## src/rtl/ec_pkg.sv

```systemverilog
// Shared sign-code constants and FSM state type for the error-correcting digit path.
package ec_pkg;

  localparam logic [1:0] SGN_ZERO = 2'b00;
  localparam logic [1:0] SGN_POS  = 2'b01;
  localparam logic [1:0] SGN_NEG  = 2'b10;
  localparam logic [1:0] SGN_ILL  = 2'b11;

  typedef enum logic [1:0] {
    IDLE = 2'd0,
    SEND = 2'd1,
    DONE = 2'd2
  } state_t;

endpackage

```

## src/rtl/ec_sign_enc.sv

```systemverilog
// Combinational two's-complement digit to 2-bit sign code; zero latency, no handshake.
import ec_pkg::*;

module ec_sign_enc #(
  parameter int DIG_W = 8
) (
  input  logic [DIG_W-1:0] dig,
  output logic [1:0]       code
);

  always_comb begin
    if (dig == '0) begin
      code = SGN_ZERO;
    end else if (dig[DIG_W-1]) begin
      code = SGN_NEG;
    end else begin
      code = SGN_POS;
    end
  end

endmodule

```

## src/rtl/ec_gen_sign_tx.sv

```systemverilog
// Captures redundant A/B digit words and streams per-digit sign codes, first digit one cycle
// after the capture cycle; outputs are registered and hold while out_ready is low.
import ec_pkg::*;

module ec_gen_sign_tx #(
  parameter int NUM_DIG = 8,
  parameter int DIG_W   = 8,
  parameter int IDX_W   = 3
) (
  input  logic                     clk,
  input  logic                     rst_n,
  input  logic                     start,
  input  logic [NUM_DIG*DIG_W-1:0] dig_vec_A,
  input  logic [NUM_DIG*DIG_W-1:0] dig_vec_B,
  input  logic                     inj_en,
  input  logic [IDX_W-1:0]         inj_idx,
  input  logic                     out_ready,
  output logic                     sign_valid,
  output logic [1:0]               sign_out_A,
  output logic [1:0]               sign_out_B,
  output logic [IDX_W-1:0]         sign_idx,
  output logic                     sign_last,
  output logic                     busy,
  output logic                     done
);

  localparam logic [IDX_W-1:0] LAST_IDX = IDX_W'(NUM_DIG - 1);

  state_t                     state, state_n;
  logic [NUM_DIG*DIG_W-1:0]   cap_a, cap_b;
  logic                       cap_inj_en;
  logic [IDX_W-1:0]           cap_inj_idx;
  logic [IDX_W-1:0]           idx_n;
  logic                       load;
  logic                       xfer_last;
  logic [DIG_W-1:0]           dig_a, dig_b;
  logic [1:0]                 code_a, code_b;
  logic                       inj_hit;

  // SEND first spends one cycle registering digit 0 from the captured copies
  always_comb begin
    state_n   = state;
    idx_n     = '0;
    load      = 1'b0;
    xfer_last = 1'b0;
    unique case (state)
      IDLE: begin
        if (start) state_n = SEND;
      end
      SEND: begin
        if (!sign_valid) begin
          load = 1'b1;
        end else if (out_ready) begin
          if (sign_last) begin
            xfer_last = 1'b1;
            state_n   = DONE;
          end else begin
            load  = 1'b1;
            idx_n = sign_idx + IDX_W'(1);
          end
        end
      end
      DONE:    state_n = IDLE;
      default: state_n = IDLE;
    endcase
  end

  always_comb begin
    dig_a = '0;
    dig_b = '0;
    for (int i = 0; i < NUM_DIG; i++) begin
      if (idx_n == IDX_W'(i)) begin
        dig_a = cap_a[i*DIG_W +: DIG_W];
        dig_b = cap_b[i*DIG_W +: DIG_W];
      end
    end
  end

  ec_sign_enc #(.DIG_W(DIG_W)) u_enc_a (.dig(dig_a), .code(code_a));
  ec_sign_enc #(.DIG_W(DIG_W)) u_enc_b (.dig(dig_b), .code(code_b));

  // an out-of-range inj_idx can never equal a live digit index, so it corrupts nothing
  assign inj_hit = cap_inj_en && (cap_inj_idx == idx_n);

  always_ff @(posedge clk or negedge rst_n) begin
    if (!rst_n) begin
      state       <= IDLE;
      cap_a       <= '0;
      cap_b       <= '0;
      cap_inj_en  <= 1'b0;
      cap_inj_idx <= '0;
      sign_valid  <= 1'b0;
      sign_out_A  <= '0;
      sign_out_B  <= '0;
      sign_idx    <= '0;
      sign_last   <= 1'b0;
      busy        <= 1'b0;
      done        <= 1'b0;
    end else begin
      state <= state_n;
      busy  <= (state_n != IDLE);
      done  <= (state_n == DONE);
      if (state == IDLE && start) begin
        cap_a       <= dig_vec_A;
        cap_b       <= dig_vec_B;
        cap_inj_en  <= inj_en;
        cap_inj_idx <= inj_idx;
      end
      if (load) begin
        sign_valid <= 1'b1;
        sign_out_A <= code_a;
        sign_out_B <= inj_hit ? (code_b ^ SGN_ILL) : code_b;
        sign_idx   <= idx_n;
        sign_last  <= (idx_n == LAST_IDX);
      end else if (xfer_last) begin
        sign_valid <= 1'b0;
        sign_out_A <= '0;
        sign_out_B <= '0;
        sign_idx   <= '0;
        sign_last  <= 1'b0;
      end
    end
  end

endmodule

```

## config.mk

```make
export PLATFORM = sky130hd
export DESIGN_NAME = ec_gen_sign_tx
export DESIGN_NICKNAME = d
export VERILOG_FILES = /design/src/rtl/ec_pkg.sv /design/src/rtl/ec_sign_enc.sv /design/src/rtl/ec_gen_sign_tx.sv
export SDC_FILE = /design/constraint.sdc
export NUM_CORES = 1
export LEC_CHECK = 0
export CORE_ASPECT_RATIO = 0.6
export CORE_MARGIN = 2
export CORE_UTILIZATION = 40
export CTS_CLUSTER_DIAMETER = 80
export DETAILED_ROUTE_END_ITERATION = 10
export GPL_ROUTABILITY_DRIVEN = 0
export PLACE_DENSITY = 0.63
export SYNTH_ARGS = -nofsm -noshare
export SYNTH_HDL_FRONTEND = slang
export SYNTH_SLANG_ARGS = --single-unit
```

## constraint.sdc

```tcl
create_clock -name clk -period 4.3 [get_ports clk]
set_clock_uncertainty 0.1 [all_clocks]
set_input_delay 0.43 -clock clk [delete_from_list [all_inputs] [get_ports clk]]
set_output_delay 0.43 -clock clk [all_outputs]
set_load 0.02 [all_outputs]
```

# Word level (Yosys, flattened, before mapping)
# Cells that the tools add are included.
# word_totals
output_inout_bits,11
ff_bits,145
inputBits,136
# op_classes
n_mux,46
n_bitwise,1
eq_ne,10
addsub,1
reduce_logical,8
# ops
op,n
two-way mux 8 bit,16
two-way mux 2 bit,12
two-way mux 3 bit,6
logical NOT 8 bit,2
== test 3 bit (second input constant),4
two-way mux 1 bit,11
== test 3 x 2 -> 1 bit (second input constant),2
one-hot mux 2 bit (2 select lines),1
nonzero test 2 bit,2
adder 3 x 1 -> 3 bit (second input constant),1
== test 3 x 1 -> 1 bit (second input constant),1
== test 3 bit,1
logical NOT 3 bit,1
== test 2 x 1 -> 1 bit (second input constant),1
== test 2 bit (second input constant),1
logical AND 1 bit,2
logical NOT 2 bit,1
inverter 2 bit,1

# Logic depth before layout (Yosys ltp)
# Gate-level depths: netlist of the first run.
# logic_depth
word_depth,19
mapped_depth,10
ltp_nobuf,9

# By module
# Synthesis of the first run repeated with hierarchy kept, for this count alone.
# hier_totals
cells_unflattened,606
hier_area_um2,7149.4
# by_module_without_submodules
module,cells_per_inst,instances,area_per_inst_um2
ec_gen_sign_tx,598,1,7096.8
ec_sign_enc,4,2,26.3

# Worst setup path before layout of the first run
# No wires, ideal clock.
# synth_timing
path_type,reg2reg
startpoint,reg sign_idx[0]
endpoint,reg sign_out_B[0]
setup_ns,0.121
path_stages_with_launch,11
synth_period_minus_slack_ns,2.554
required_time_ns,4.079
path_slack_ns,1.746
arrival_ns,2.333
path_cell_list,dfrtp_1 ha_1 clkbuf_1 nor3_1 nand3_1 o311a_1 a2bb2oi_1 nor4_1 o21ai_2 xor2_1 a22o_1
# synth_between
elab_chain_cells,19
# synth_lines
element,line_no,rtl
from (decl),ec_gen_sign_tx.sv:21,"output logic [IDX_W-1:0] sign_idx,"
from (signal assigned),ec_gen_sign_tx.sv:113,sign_idx <= idx_n;
adder 3 x 1 -> 3 bit *,ec_gen_sign_tx.sv:59,idx_n = sign_idx + IDX_W'(1);
two-way mux 3 bit *,ec_gen_sign_tx.sv:54,if (sign_last) begin
two-way mux 3 bit *,ec_gen_sign_tx.sv:53,end else if (out_ready) begin
two-way mux 3 bit *,ec_gen_sign_tx.sv:51,if (!sign_valid) begin
two-way mux 3 bit *,ec_gen_sign_tx.sv:46,unique case (state)
logical NOT 3 bit,ec_gen_sign_tx.sv:72,if (idx_n == IDX_W'(i)) begin
two-way mux 8 bit (8 in a row),ec_gen_sign_tx.sv:72,
logical NOT 8 bit or two-way mux 2 bit (tied branches),"ec_sign_enc.sv:12, ec_sign_enc.sv:14",
two-way mux 2 bit,ec_sign_enc.sv:12,if (dig == '0) begin
inverter 2 bit (no line),-,
two-way mux 2 bit *,ec_gen_sign_tx.sv:112,sign_out_B <= inj_hit ? (code_b ^ SGN_ILL) : code_b;
two-way mux 2 bit *,ec_gen_sign_tx.sv:109,if (load) begin
to (signal assigned),ec_gen_sign_tx.sv:112,
to (decl),ec_gen_sign_tx.sv:20,"output logic [1:0] sign_out_B,"
# Mark *: on every way between the ends. The rest lies on a longest branch, timed or not.
# A chain may end at the register's enable or synchronous reset.

# Worst setup path in the final report of the first run
# layout_timing
startpoint,reg sign_idx[0]
endpoint,reg sign_out_A[0]
# layout_between
elab_chain_cells,17
# layout_lines
element,line_no,rtl
adder 3 x 1 -> 3 bit *,ec_gen_sign_tx.sv:59,
two-way mux 3 bit *,ec_gen_sign_tx.sv:54,
two-way mux 3 bit *,ec_gen_sign_tx.sv:53,
two-way mux 3 bit *,ec_gen_sign_tx.sv:51,
two-way mux 3 bit *,ec_gen_sign_tx.sv:46,
logical NOT 3 bit,ec_gen_sign_tx.sv:72,
two-way mux 8 bit (7 in a row),ec_gen_sign_tx.sv:72,
two-way mux 8 bit *,ec_gen_sign_tx.sv:72,
logical NOT 8 bit or two-way mux 2 bit (tied branches),"ec_sign_enc.sv:12, ec_sign_enc.sv:14",
two-way mux 2 bit *,ec_sign_enc.sv:12,
two-way mux 2 bit *,ec_gen_sign_tx.sv:109,
to (signal assigned),ec_gen_sign_tx.sv:111,sign_out_A <= code_a;
to (decl),ec_gen_sign_tx.sv:19,"output logic [1:0] sign_out_A,"
# Marks and branches as above.

==> metrics.cfg, run 1 <==
[run_status]
status = complete, but fails checks
violations = hold timing

[global_routing]
grt_usage_pct = 19.4
grt_max_degree = 87
antenna_found_initial = 1
grt_pass1_wl_um = 24100
grt_overflow = 0
grt_pass1_vias = 4486

[synth]
ys.flop_type = dfrtp_1
synth_common_cells = 145 x dfrtp_1, 128 x mux2_2, 22 x nor4_1
synth_most_common_cell = dfrtp_1
synth_nets = 605
avgSynthCellArea_um2 = 13.3
async_reset_ff_share_pct = 100
syn_area_mm2 = 0.00624
syn_inst = 468
synth_edf_count = 0
synth_cell_type_count = 53
synth_seq_area_share_pct = 58.1
synth_top_area_share_pct = 58.1
synth.area.top_cells = dfrtp_1 58%, mux2_2 23%, nor4_1 2.2%
yosys_warnings = 0
synth_top_cell_by_area = dfrtp_1
synth_seq_cells = 145

[power]
power_switching_w = 0.00197
peakVddDrop_uv = 283
internal-power_w = 0.00410
power.total_w = 0.00607
swShare_pct = 32.4
pwr-share-comb_pct = 35.2
power_leakage_nw = 3.49
clockPowerShare_pct = 24.2
pwr-share-seq_pct = 40.6
power.density_mw_per_mm2 = 715

[die]
dieArea_mm2 = 0.0167
initial_core_util_pct = 40.9
die_height_um = 101
core-area_mm2 = 0.0153
rows = 35
die_w_um = 165
ioPinCount = 147

[clock_tree]
cts_buffer_depth = 2
cts_tree = built
post-cts-setup-buffer-count = 0
clock_sinks = 145
cts-hold-fix-buffers = 0
h-tree-depth = 4
postCtsResizedCells = 0
cts_root_buffer = clkbuf_16
cts_buffers = 17
insertion_delay_ns = 0.41
cts.clk_slew.worst_paths_ns = 0.06

[place]
placed_area_mm2 = 0.00790
numPortBuffers = 146
hpwlAfterDp_um = 11400

[timing]
max_freq_mhz = 285
tns_ns = 0
rsz0062_at_grt = false
hold_ws_ns = -0.0235
worst_pin_slew_ns = 0.975
relSlewSlack_pct = 34.4
hold_viol = 29
drv_slew = 0
setup-violations-final = 0
period_minus_slack_ns = 3.51
fin_crit_sh_pct = 81.5

[critical_path]
worstSetupPathType = reg -> reg
crit_family = simple AND/OR/NAND/NOR gates
arrival_ns = 3.75
start_kind = flop
end_kind = flop
cp_cell_sequence = ha_1 > xor2_1 > nand3_1 > nand2b_4 > o221ai_1 > a221oi_1 > nor3_1 > or3_1 > o21ai_1
critPathMaxFanout = 21
critPathBufInv = 0
cp_slowest_stage_delay_ns = 0.72
crit_required_ns = 4.54
crit_path_top_delay_cell = dfrtp_1

[route]
dr_total_vias = 4433
route.detailed.drc = 0
viasPerCell = 5.33
totalWireLength_um = 15600
first_iter_violations = 380
routedWlPerCell_um = 18.7
detail-route-antenna-nets = 0
firstDrtPassIters = 6

[cells_and_area]
layout-drive-gt1-share_pct = 27.4
final_cell_area_mm2 = 0.00849
area_growth_pct = 36.0
fin_util_pct = 55.6
insertedDiodeCount = 0
nNetsFinal = 752

[run]
maxCapViolCount = 0

[hold_path]
hold_path.class = in -> async

state kept, by name, indices dropped and copies added, names as in the netlist:
register / cells
busy: 1
cap_a: 64
cap_b: 64
cap_inj_en: 1
cap_inj_idx: 3
done: 1
sign_idx: 3
sign_last: 1
sign_out_A: 2
sign_out_B: 2
sign_valid: 1
state: 2
cell families (layout without fill, tap and decap cells):
logic type               count (synthesis)  after routing  synth area share [%]
multiplexers                           128            128                  23.1
XOR/XNOR                                 6              6                 0.842
buffers and inverters                   26            186                  1.72
flip-flops                             145            145                  58.1
adder cells (fa/ha/maj)                  1              1                 0.200
AND/OR/NAND/NOR                        112            112                  10.1
AO/OA/AOI/OAI                           50             50                  5.89
routing by layer:
metal | wire length, µm | track usage (%) | part of all wire, % | vias to the layer above
li1 | - | - | - | 2038
met1 | 7410 | 27.9 | 48 | 2152
met2 | 6210 | 27.6 | 40 | 213
met3 | 1740 | 7.28 | 11 | 30
met4 | 215 | 5.37 | 1.4 | 0
met5 | 0 | 0 | 0 | -
cell type report:
class                           count  area [µm²]
Clock inverter                     11         138
Tap cell                          203         254
Sequential cell                   145        3630
Multi-Input combinational cell    297        2510
Inverter                            4        15.0
Timing Repair Buffer              150        1490
Fill cell                        1264        6790
Clock buffer                       21         450
power groups by stage:
stage	Sequential, W	Combinational (W)	Clock [W]
finish	0.00247	0.00214	0.00147
global route	0.00256	0.00231	0.00156
CTS	0.00247	0.00211	0.00151
detailed placement	0.00249	0.00210	0
global placement	0.00246	0.00206	0
floorplan	0.00237	0.00153	0
path summary, 6_finish.rpt:
path | to | cells past startpoint | start | slack, ns
max | sign_out_A[0] | 9 | sign_idx[0] | 0.79
min | cap_b[0] | 1 | rst_n | -0.02
max reg2reg | sign_out_A[0] | 9 | sign_idx[0] | 0.79
min reg2reg | cap_a[0] | 1 | cap_a[0] | 0.40
max in group asynchronous | cap_a[22] | 2 | rst_n | 3.19
min in group clk | cap_a[0] | 1 | cap_a[0] | 0.40
per-stage QoR:
step	hold WS [ns]	setup slack, ns	cells
after floorplan	0.0344	1.75	468
after global placement	0.382	1.06	799
after detailed placement	0.389	1.01	799
after CTS	0.0131	0.925	831
after global routing	0.0522	0.481	831
final	-0.0235	0.793	831
placed cells by master (no fill, tap or decap), types with 4 or more instances in the layout:
cell type,n
a211oi_1,4
a21oi_1,6
a22o_1,6
and3_1,4
buf_4,4
clkbuf_16,17
clkdlybuf4s50_1,145
clkinv_2,6
dfrtp_1,145
inv_1,4
mux2_2,128
nand2_1,15
nand2b_1,4
nand3_1,8
nor2_1,17
nor3_1,20
nor4_1,22
o21ai_0,5
xor2_1,5
Power figures use the tool's default switching activity.
==> inputs of run 2 (changes only) <==
Settings changed: PLACE_DENSITY 0.63 to 0.66.
Clock period 4.3 ns to 3.1 ns, I/O delays scaled along.
==> run 2 against run 1 <==
The flow now finishes without violations. Final area rose by 0.74%. First-iteration DRC count fell by 31%. Die area did not move. Hold slack improved by 0.39 ns. Sequential power rose by 36%. Fmax rose by 22%. Core utilization rose by 0.41 points. Cell count rose by 0.84%. Wire length barely moved. Total power rose by 37%.
==> metrics.cfg, run 2 (same netlist as run 1, synthesis figures left out) <==
[route]
routedWlPerCell_um = 18.6  ; was 18.7 µm
detail-route-antenna-nets = 0  ; unchanged
route.detailed.drc = 0  ; unchanged
totalWireLength_um = 15600  ; about the same
firstDrtPassIters = 4  ; was 6
dr_total_vias = 4399  ; was 4433
first_iter_violations = 261  ; was 380
viasPerCell = 5.25  ; was 5.33

[cells_and_area]
n_fill_cell = 1236  ; was 1264
nNetsFinal = 762  ; was 752
final_cell_mix = 145 x dfrtp_1, 145 x clkdlybuf4s50_1, 128 x mux2_2  ; unchanged
layout-drive-gt1-share_pct = 28.7  ; was 27.4%
reg_top3 = cap_a (64), cap_b (64)  ; unchanged
multi_input_comb_area_mm2 = 0.00251  ; about the same
area_growth_pct = 37.0  ; was 36.0%
insertedDiodeCount = 0  ; unchanged
final_cells = 838  ; was 831
ff_latch_area_mm2 = 0.00363  ; unchanged

[critical_path]
start_kind = flop  ; unchanged
critPathBufInv = 0  ; unchanged
critPathMaxFanout = 13  ; was 21
cp_slowest_stage_delay_ns = 0.55  ; was 0.72 ns
cp_cell_sequence = ha_1 > nor2_1 > a311o_1 > o22ai_1 > a2bb2oi_1 > nor4_1 > o21ai_2 > xor2_1 > a22o_1  ; was ha_1 > xor2_1 > nand3_1 > nand2b_4 > o221ai_1 > a221oi_1 > nor3_1 > or3_1 > o21ai_1
crit_family = compound AO/OA/AOI/OAI gates  ; was simple AND/OR/NAND/NOR gates
arrival_ns = 3.07  ; was 3.75 ns
worstSetupPathType = reg -> reg  ; unchanged
crit_path_top_delay_cell = ha_1  ; was dfrtp_1
end_kind = flop  ; unchanged
crit_required_ns = 3.30  ; was 4.54 ns

[global_routing]
grt_pass1_wl_um = 24900  ; was 24100 µm
grt_overflow = 0  ; unchanged
grt_max_degree = 76  ; was 87
grt_usage_pct = 19.7  ; was 19.4%
grt_pass1_vias = 4586  ; was 4486
antenna_found_initial = 0  ; was 1

[clock_tree]
cts_root_buffer = clkbuf_16  ; unchanged
clock_sinks = 145  ; unchanged
cts_buffer_depth = 2  ; unchanged
h-tree-depth = 4  ; unchanged
cts.clk_slew.worst_paths_ns = 0.06  ; about the same
insertion_delay_ns = 0.41  ; about the same
post-cts-setup-buffer-count = 0  ; unchanged
cts_tree = built  ; unchanged
cts_buffers = 17  ; unchanged

[timing]
max_freq_mhz = 348  ; was 285 MHz
drv_slew = 0  ; unchanged
fin_crit_sh_pct = 92.8  ; was 81.5%
worst_pin_slew_ns = 0.657  ; was 0.975 ns
relSlewSlack_pct = 56.2  ; was 34.4%
hold_ws_ns = 0.364  ; was -0.0235 ns
setup-violations-final = 0  ; unchanged
tns_ns = 0  ; unchanged
hold_viol = 0  ; was 29
period_minus_slack_ns = 2.88  ; was 3.51 ns
rsz0062_at_grt = false  ; unchanged

[die]
rows = 35  ; unchanged
die_height_um = 101  ; unchanged
ioPinCount = 147  ; unchanged
core-area_mm2 = 0.0153  ; unchanged
die_w_um = 165  ; unchanged
dieArea_mm2 = 0.0167  ; unchanged
initial_core_util_pct = 40.9  ; unchanged

[place]
hpwlAfterDp_um = 11400  ; about the same
dp_cells = 808  ; was 799
numPortBuffers = 146  ; unchanged

[power]
power_leakage_nw = 3.52  ; was 3.49 nW
peakVddDrop_uv = 343  ; was 283 µV
power.density_mw_per_mm2 = 976  ; was 715 mW/mm²

[hold_path]
hold_path.class = in -> reg  ; was in -> async

[run]
maxCapViolCount = 0  ; unchanged

[run_status]
status = complete, no violations  ; was complete, but fails checks

==> run 2: power breakdown <==
group	switching [W]	internal, W
Sequential	0.000530	0.00284
Combinational	0.00144	0.00167
Clock	0.000766	0.00110
==> run 2: final timing paths <==
kind | startpoint | to | slack (ns) | cells after the start
min in group asynchronous | rst_n | cap_a[58] | 0.38 | 2
max in group asynchronous | rst_n | cap_b[3] | 1.67 | 3
max | sign_idx[1] | sign_out_B[0] | 0.22 | 9
min | dig_vec_A[31] | cap_a[31] | 0.36 | 3
max reg2reg | sign_idx[1] | sign_out_B[0] | 0.22 | 9
min reg2reg | cap_b[28] | cap_b[28] | 0.40 | 1
==> run 2: layer usage <==
metal / GRT usage, % / part of all wire (%) / up-vias
met5: 0 / 0 / -
met4: 4.77 / 0.70 / 0
met3: 6.91 / 9.6 / 15
met2: 28.2 / 43 / 172
met1: 28.6 / 47 / 2169
li1: - / - / 2043
==> run 2: stage by stage <==
step	cell area, µm²	utilization [%]	total power (W)	setup WS [ns]
2_1_floorplan	6240	-	0.00540	0.546
3_3_place_gp	8010	52.4	0.00633	0.218
3_5_place_dp	8010	52.4	0.00648	0.119
4_1_cts	8550	55.9	0.00840	0.192
5_1_grt	8550	56.0	0.00888	0.0361
6_report	8550	56.0	0.00835	0.225
==> run 2: what timing repair did <==
item	CTS	global route
endpoints found under the hold margin	70	0
hold buffers	1	0
gates resized for setup	0	1
setup endpoints to repair	0	1
==> run 2: cell type report <==
type                    count  share of cell area (%)
clock buffers              18                    5.13
clock inverters            11                    1.10
inverters                   4                   0.176
multi-input cells         297                    29.4
flip-flops and latches    145                    42.4
well taps                 203                    2.97
repair buffers            160                    18.8
==> run 2: worst register-to-register path, stage by stage, from the launching register on <==
cell       delay [ns]
dfrtp_1          0.41
ha_1             0.55
nor2_1           0.15
a311o_1          0.37
o22ai_1          0.19
a2bb2oi_1        0.13
nor4_1           0.39
o21ai_2          0.12
xor2_1           0.18
a22o_1           0.18
